**config.mk**
```make
export PLATFORM = sky130hd
export DESIGN_NAME = kernel_bram_loader_flat
export DESIGN_NICKNAME = d
export VERILOG_FILES = /design/src/rtl/kernel_bram_loader_if.sv /design/src/rtl/kernel_bram_loader.sv /design/src/flat_wrapper.sv
export SDC_FILE = /design/constraint.sdc
export NUM_CORES = 1
export LEC_CHECK = 0
export BUFFER_PORTS_ARGS = -buffer_cell sky130_fd_sc_hd__buf_2
export CORE_ASPECT_RATIO = 1.1
export CORE_MARGIN = 5
export CORE_UTILIZATION = 50
export DETAILED_ROUTE_END_ITERATION = 10
export GPL_TIMING_DRIVEN = 0
export PLACE_DENSITY = 0.81
export SETUP_SLACK_MARGIN = 0.5
export SYNTH_ARGS = -nofsm -noshare
export SYNTH_HDL_FRONTEND = slang
export SYNTH_SLANG_ARGS = --single-unit
```
**constraint.sdc**
```tcl
create_clock -name clk -period 11.6 [get_ports clk]
set_input_delay 0.58 -clock clk [delete_from_list [all_inputs] [get_ports clk]]
set_output_delay 0.58 -clock clk [all_outputs]
set_load 0.01 [all_outputs]
```
**src/rtl/kernel_bram_loader_if.sv**
```systemverilog
// Control, weight-stream and BRAM port A signals of the kernel BRAM loader.
// The loader uses the slave view; the stream source/controller side uses master.
interface kernel_bram_loader_if #(
    parameter int KERNEL_WIDTH = 16,
    parameter int ADDR_WIDTH   = 8
);
    logic                      start;
    logic [ADDR_WIDTH-1:0]     cfg_last_addr;
    logic [KERNEL_WIDTH-1:0]   s_tdata;
    logic                      s_tvalid;
    logic                      s_tlast;
    logic                      s_tready;
    logic                      ena_kernel_BRAM;
    logic                      wea_kernel_BRAM;
    logic [ADDR_WIDTH-1:0]     kernel_BRAM_addra;
    logic [9*KERNEL_WIDTH-1:0] kernel_BRAM_dina;
    logic                      busy;
    logic                      done;
    logic                      err;

    modport master (
        output start, cfg_last_addr, s_tdata, s_tvalid, s_tlast,
        input  s_tready, ena_kernel_BRAM, wea_kernel_BRAM, kernel_BRAM_addra,
               kernel_BRAM_dina, busy, done, err
    );

    modport slave (
        input  start, cfg_last_addr, s_tdata, s_tvalid, s_tlast,
        output s_tready, ena_kernel_BRAM, wea_kernel_BRAM, kernel_BRAM_addra,
               kernel_BRAM_dina, busy, done, err
    );
endinterface

```
**src/rtl/kernel_bram_loader.sv**
```systemverilog
// Packs nine 3x3 kernel weights per input channel into one word and writes it to BRAM port A.
// 10 cycles per kernel with continuous valid; s_tready is low during the write and outside a load.
module kernel_bram_loader #(
    parameter int KERNEL_WIDTH = 16,
    parameter int ADDR_WIDTH   = 8
) (
    input  logic                clk,
    input  logic                rst,
    kernel_bram_loader_if.slave bus
);
    localparam int WORD_WIDTH = 9 * KERNEL_WIDTH;

    typedef enum logic [1:0] {IDLE, LOAD, WRITE, DONE} state_t;

    state_t                  state_q, state_d;
    logic [3:0]              wcnt_q, wcnt_d;
    logic [ADDR_WIDTH-1:0]   addr_q, addr_d;
    logic [ADDR_WIDTH-1:0]   last_q, last_d;
    logic [WORD_WIDTH-1:0]   pack_q, pack_d;
    logic                    s_tready_q, s_tready_d;
    logic                    ena_q, ena_d;
    logic                    wea_q, wea_d;
    logic [ADDR_WIDTH-1:0]   addra_q, addra_d;
    logic [WORD_WIDTH-1:0]   dina_q, dina_d;
    logic                    busy_q, busy_d;
    logic                    done_q, done_d;
    logic                    err_q, err_d;

    logic beat;
    logic final_beat;
    logic last_kernel;

    always_comb begin
        state_d    = state_q;
        wcnt_d     = wcnt_q;
        addr_d     = addr_q;
        last_d     = last_q;
        pack_d     = pack_q;
        addra_d    = addra_q;
        dina_d     = dina_q;
        err_d      = err_q;
        beat        = bus.s_tvalid && s_tready_q && (state_q == LOAD);
        final_beat  = (wcnt_q == 4'd8);
        last_kernel = (addr_q == last_q);

        case (state_q)
            IDLE: begin
                if (bus.start) begin
                    last_d  = bus.cfg_last_addr;
                    addr_d  = '0;
                    wcnt_d  = '0;
                    pack_d  = '0;
                    err_d   = 1'b0;
                    state_d = LOAD;
                end
            end
            LOAD: begin
                if (beat) begin
                    pack_d[wcnt_q*KERNEL_WIDTH +: KERNEL_WIDTH] = bus.s_tdata;
                    // tlast anywhere but the final weight of the final kernel aborts the load
                    if (bus.s_tlast && !(final_beat && last_kernel)) begin
                        err_d   = 1'b1;
                        wcnt_d  = '0;
                        state_d = DONE;
                    end else if (final_beat) begin
                        wcnt_d  = '0;
                        state_d = WRITE;
                        if (last_kernel && !bus.s_tlast) begin
                            err_d = 1'b1;
                        end
                    end else begin
                        wcnt_d = wcnt_q + 4'd1;
                    end
                end
            end
            WRITE: begin
                if (last_kernel) begin
                    state_d = DONE;
                end else begin
                    addr_d  = addr_q + 1'b1;
                    state_d = LOAD;
                end
            end
            DONE: begin
                state_d = IDLE;
            end
            default: begin
                state_d = IDLE;
            end
        endcase

        // Outputs are registered, so they are derived from the state being entered.
        s_tready_d = (state_d == LOAD);
        ena_d      = (state_d == WRITE);
        wea_d      = (state_d == WRITE);
        busy_d     = (state_d != IDLE);
        done_d     = (state_d == DONE);
        if (state_d == WRITE) begin
            addra_d = addr_q;
            dina_d  = pack_d;
        end
    end

    always_ff @(posedge clk or posedge rst) begin
        if (rst) begin
            state_q    <= IDLE;
            wcnt_q     <= '0;
            addr_q     <= '0;
            last_q     <= '0;
            pack_q     <= '0;
            s_tready_q <= 1'b0;
            ena_q      <= 1'b0;
            wea_q      <= 1'b0;
            addra_q    <= '0;
            dina_q     <= '0;
            busy_q     <= 1'b0;
            done_q     <= 1'b0;
            err_q      <= 1'b0;
        end else begin
            state_q    <= state_d;
            wcnt_q     <= wcnt_d;
            addr_q     <= addr_d;
            last_q     <= last_d;
            pack_q     <= pack_d;
            s_tready_q <= s_tready_d;
            ena_q      <= ena_d;
            wea_q      <= wea_d;
            addra_q    <= addra_d;
            dina_q     <= dina_d;
            busy_q     <= busy_d;
            done_q     <= done_d;
            err_q      <= err_d;
        end
    end

    assign bus.s_tready          = s_tready_q;
    assign bus.ena_kernel_BRAM   = ena_q;
    assign bus.wea_kernel_BRAM   = wea_q;
    assign bus.kernel_BRAM_addra = addra_q;
    assign bus.kernel_BRAM_dina  = dina_q;
    assign bus.busy              = busy_q;
    assign bus.done              = done_q;
    assign bus.err               = err_q;
endmodule

```
**src/flat_wrapper.sv**
```systemverilog
// flat-port wrapper written by rule: the top's interface ports become plain ports
module kernel_bram_loader_flat 
#(
    parameter int KERNEL_WIDTH = 16,
    parameter int ADDR_WIDTH   = 8
)
  (clk, rst, bus_start, bus_cfg_last_addr, bus_s_tdata, bus_s_tvalid, bus_s_tlast, bus_s_tready, bus_ena_kernel_BRAM, bus_wea_kernel_BRAM, bus_kernel_BRAM_addra, bus_kernel_BRAM_dina, bus_busy, bus_done, bus_err);
  kernel_bram_loader_if #(.KERNEL_WIDTH(KERNEL_WIDTH), .ADDR_WIDTH(ADDR_WIDTH)) bus_i ();
  input  logic clk;
  input  logic rst;
  input wire logic [$bits(bus_i.start)-1:0] bus_start;
  input wire logic [$bits(bus_i.cfg_last_addr)-1:0] bus_cfg_last_addr;
  input wire logic [$bits(bus_i.s_tdata)-1:0] bus_s_tdata;
  input wire logic [$bits(bus_i.s_tvalid)-1:0] bus_s_tvalid;
  input wire logic [$bits(bus_i.s_tlast)-1:0] bus_s_tlast;
  output wire logic [$bits(bus_i.s_tready)-1:0] bus_s_tready;
  output wire logic [$bits(bus_i.ena_kernel_BRAM)-1:0] bus_ena_kernel_BRAM;
  output wire logic [$bits(bus_i.wea_kernel_BRAM)-1:0] bus_wea_kernel_BRAM;
  output wire logic [$bits(bus_i.kernel_BRAM_addra)-1:0] bus_kernel_BRAM_addra;
  output wire logic [$bits(bus_i.kernel_BRAM_dina)-1:0] bus_kernel_BRAM_dina;
  output wire logic [$bits(bus_i.busy)-1:0] bus_busy;
  output wire logic [$bits(bus_i.done)-1:0] bus_done;
  output wire logic [$bits(bus_i.err)-1:0] bus_err;
  assign bus_i.start = bus_start;
  assign bus_i.cfg_last_addr = bus_cfg_last_addr;
  assign bus_i.s_tdata = bus_s_tdata;
  assign bus_i.s_tvalid = bus_s_tvalid;
  assign bus_i.s_tlast = bus_s_tlast;
  assign bus_s_tready = bus_i.s_tready;
  assign bus_ena_kernel_BRAM = bus_i.ena_kernel_BRAM;
  assign bus_wea_kernel_BRAM = bus_i.wea_kernel_BRAM;
  assign bus_kernel_BRAM_addra = bus_i.kernel_BRAM_addra;
  assign bus_kernel_BRAM_dina = bus_i.kernel_BRAM_dina;
  assign bus_busy = bus_i.busy;
  assign bus_done = bus_i.done;
  assign bus_err = bus_i.err;
  kernel_bram_loader #(.KERNEL_WIDTH(KERNEL_WIDTH), .ADDR_WIDTH(ADDR_WIDTH)) u_core (.clk(clk), .rst(rst), .bus(bus_i));
endmodule
```
==> reports/results.tsv <==
stage	metric	value	unit
synthesis	synthCells	1054	
power_and_ir_drop	p_clk_share	37.7	%
clock_network	post_cts_buffers	0	
drt	viasPerCell	5.39	
clock_network	clkTransAtPathRegs	0.06	ns
clock_network	htreeDepth	2	
floorplan	dieHeight	184	µm
synthesis	ys.flop_type	dfrtp_1	
drt	drcViolationCount	0	
synthesis	synth.most_common_cell	dfrtp_1	
critical_path	rr_endpoint	u_core.bus.kernel_BRAM_dina[23]	
synthesis	synth_nets	1087	
critical_path	path_class	reg2reg	
drt	dr_wl_met2	16800	µm
job	maxCapViolCount	0	
clock_network	holdBufCountCts	0	
drt	wl_met1	14800	µm
floorplan	start_util	51.0	%
global_route	track_usage	22.4	%
global_route	grt_max_degree	128	
drt	avgRoutedWirePerCell	21.2	µm
drt	ant_nets	0	
timing	relSlewSlack	38.0	%
global_route	antenna_found_initial	1	
synthesis	avgSynthCellArea	13.1	µm²
floorplan	dieArea	0.0310	mm²
synthesis	syn_area	0.0138	mm²
power_and_ir_drop	vdd_drop_max	0.104	mV
clock_network	clk_latency	0.51	ns
clock_network	ctsResizeCount	0	
layout	fin_nets	1311	
global_route	grt_pass1_vias	9406	
global_route	overflow	0	
timing	rsz0062_at_grt	no	
power_and_ir_drop	swShare	28.7	%
layout	multi_input_area	0.00509	mm²
power_and_ir_drop	power.internal	1.97	mW
drt	drt_iter0_drc	796	
critical_path	r2r-start	u_core.wcnt_q[0]	
drt	drt_pre_antenna_iters	5	
drt	wl_met3	2430	µm
global_route	grt_pass1_wl	54500	µm
synthesis	yosysTopAreaCell	dfrtp_1	
timing	finalMaxSlewViolations	0	
floorplan	io_pins	187	
timing	max_freq	0.281	GHz
timing	tightestPinTransition	0.923	ns
clock_network	clk_path_buf_depth	3	
drt	via_count	8942	
timing	final.min_clock_period	3.56	ns
min_path	hold_class	in2async	
synthesis	synth.distinct_cells	56	
critical_path	cp.arrival	3.95	ns
power_and_ir_drop	p_seq_share	45.4	%
layout	final_layout_size_suffix_gt1_share	31.2	%
layout	fin_util	60.3	%
synthesis	netlist_top_cells_count	dfrtp_1 (323), nand2_1 (187), mux2_4 (100)	
critical_path	crit_fanout	10	
layout	fill_cells	2082	
synthesis	synth_edf_count	0	
critical_path	critPathLaunchType	flop	
floorplan	design.core.area	0.0270	mm²
critical_path	cp-end-kind	flop	
timing	fin_setup_tns	0	ns
clock_network	cts_sinks	323	
layout	area_growth	18.3	%
power_and_ir_drop	pwr-share-comb	16.9	%
timing	setup_viol	0	
power_and_ir_drop	power_switching	0.795	mW
placed_design	gp_congestion	0.840	
clock_network	cts_tree	done	
synthesis	ys_seq_area_share	58.7	%
clock_network	numCtsBuffers	34	
clock_network	root_buffer	clkbuf_16	
synthesis	synth_seq_cells	323	
synthesis	ys_top_cells_by_area	dfrtp_1 (59%), mux2_4 (11%), mux2i_1 (6.7%), nand2_1 (5.1%), mux2_1 (2.6%)	
power_and_ir_drop	powerDensity	170	mW/mm²
floorplan	die_w	168	µm
drt	top_layer_used	met4	
drt	drt_wl_total	35100	µm
timing	skew	0.0119	ns
synthesis	synth_top_cell_area_share	58.7	%
timing	hold_viol	0	
synthesis	yosysWarnings	0	
floorplan	rows	63	
critical_path	rr_worst_depth	9	
synthesis	ys_async_sr_fraction	100	%
power_and_ir_drop	p_leak	8.37	nW
timing	timing.final.crit_share	30.7	%
critical_path	regToRegSetupSlack	8.04	ns
layout	regArea	0.00808	mm²
placed_design	place_hpwl	24400	µm
critical_path	required	11.99	ns
status	status	finished, final reports clean	
placed_design	portBuffers	186	
[routing by layer]
metal,GRT usage (%),vias up
li1,-,4039
met1,30.0,4522
met2,36.7,324
met3,4.93,57
met4,7.11,0
met5,0,-
[cell type report]
class | count | share of cell area (%)
Tap cell | 357 | 2.74
Multi-Input combinational cell | 645 | 31.3
Clock buffer | 51 | 6.23
Inverter | 23 | 0.576
Timing Repair Buffer | 188 | 6.05
Clock inverter | 8 | 0.384
Antenna cell | 1 | 0.0154
Sequential cell | 323 | 49.6
Buffer | 63 | 3.16
[layout by cell type (no fill, tap or decap), types with 3 or more instances in the layout]
cell type | netlist | final
dfrtp_1 | 323 | 323
buf_2 | 5 | 191
nand2_1 | 187 | 187
mux2_4 | 100 | 100
mux2i_1 | 92 | 92
o21ai_0 | 52 | 52
nand3_1 | 49 | 49
clkbuf_1 | 30 | 37
clkbuf_16 | 0 | 34
mux2_1 | 32 | 32
inv_1 | 23 | 22
mux2_2 | 19 | 19
and2_1 | 14 | 14
nor2_1 | 13 | 13
a21o_1 | 13 | 13
buf_6 | 12 | 12
buf_12 | 10 | 10
clkbuf_8 | 0 | 10
xor2_1 | 9 | 9
a21oi_1 | 6 | 6
nand2b_1 | 5 | 5
nor4_4 | 4 | 4
nor3_1 | 4 | 4
nand4_1 | 4 | 4
ha_1 | 4 | 4
clkinv_2 | 0 | 4
or3_1 | 3 | 3
xnor2_1 | 3 | 3
[sequential cells by signal, indices dropped and copies added, names as in the netlist]
signal and cells:
u_core.bus.ena_kernel_BRAM 1, u_core.last_q 8, u_core.bus.err 1, u_core.wcnt_q 4, u_core.state_q 2, u_core.bus.kernel_BRAM_dina 144, u_core.bus.done 1, u_core.bus.kernel_BRAM_addra 8
u_core.bus.s_tready 1, u_core.bus.busy 1, u_core.pack_q 144, u_core.addr_q 8
[worst max-delay path, stage by stage, from the launching register on]
cell and delay, ns:
dfrtp_1 0.37, clkbuf_1 0.46, nor3_1 0.16, ha_1 0.34
nand2b_1 0.20, clkbuf_1 0.18, nor3_1 0.79, clkbuf_1 0.37
o21ai_0 0.24, mux2_4 0.31
[power groups by stage]
stage,registers [mW],clock network (mW),logic [mW]
2_1_floorplan,1.28,0,0.290
4_1_cts,1.26,1.06,0.468
3_5_place_dp,1.28,0,0.463
3_3_place_gp,1.27,0,0.444
6_report,1.26,1.04,0.466
5_1_grt,1.26,1.11,0.506
[per-stage QoR]
stage | cells | area (µm²) | hold slack [ns] | setup slack, ns | power (mW)
6_report | 1659 | 16300 | 0.166 | 8.04 | 2.77
3_3_place_gp | 1597 | 15200 | 0.461 | -1.05 | 1.72
5_1_grt | 1659 | 16300 | 0.224 | 7.85 | 2.88
4_1_cts | 1658 | 16300 | 0.194 | 8.11 | 2.79
3_5_place_dp | 1599 | 15200 | 0.471 | 8.21 | 1.74
2_1_floorplan | 1054 | 13800 | 0.465 | 2.08 | 1.57
[worst max path at each step]
stage,from,to,slack [ns],depth (start not counted)
after global placement,rst,u_core.bus.kernel_BRAM_dina[34],-1.05,2
final,u_core.wcnt_q[0],u_core.bus.kernel_BRAM_dina[23],8.04,9
after detailed placement,u_core.wcnt_q[0],u_core.bus.kernel_BRAM_dina[31],8.21,9
after global routing,u_core.wcnt_q[0],u_core.bus.kernel_BRAM_dina[23],7.85,9
after CTS,u_core.wcnt_q[0],u_core.bus.kernel_BRAM_dina[23],8.11,9
after floorplan,rst,u_core.addr_q[0],2.08,1
[kinds of logic (layout without fill, tap and decap cells)]
group                    count (synthesis)  count (layout)  synth area share (%)
multiplexers                           243             243                  21.7
flip-flops                             323             323                  58.7
other                                    0               1                     0
AND/OR/NAND/NOR                        304             304                  10.6
AO/OA/AOI/OAI                           82              82                  3.48
adder cells (fa/ha/maj)                  4               4                 0.363
XOR/XNOR                                12              12                 0.763
buffers and inverters                   86             333                  4.37
Note: power is estimated with default switching activity, not from simulation.
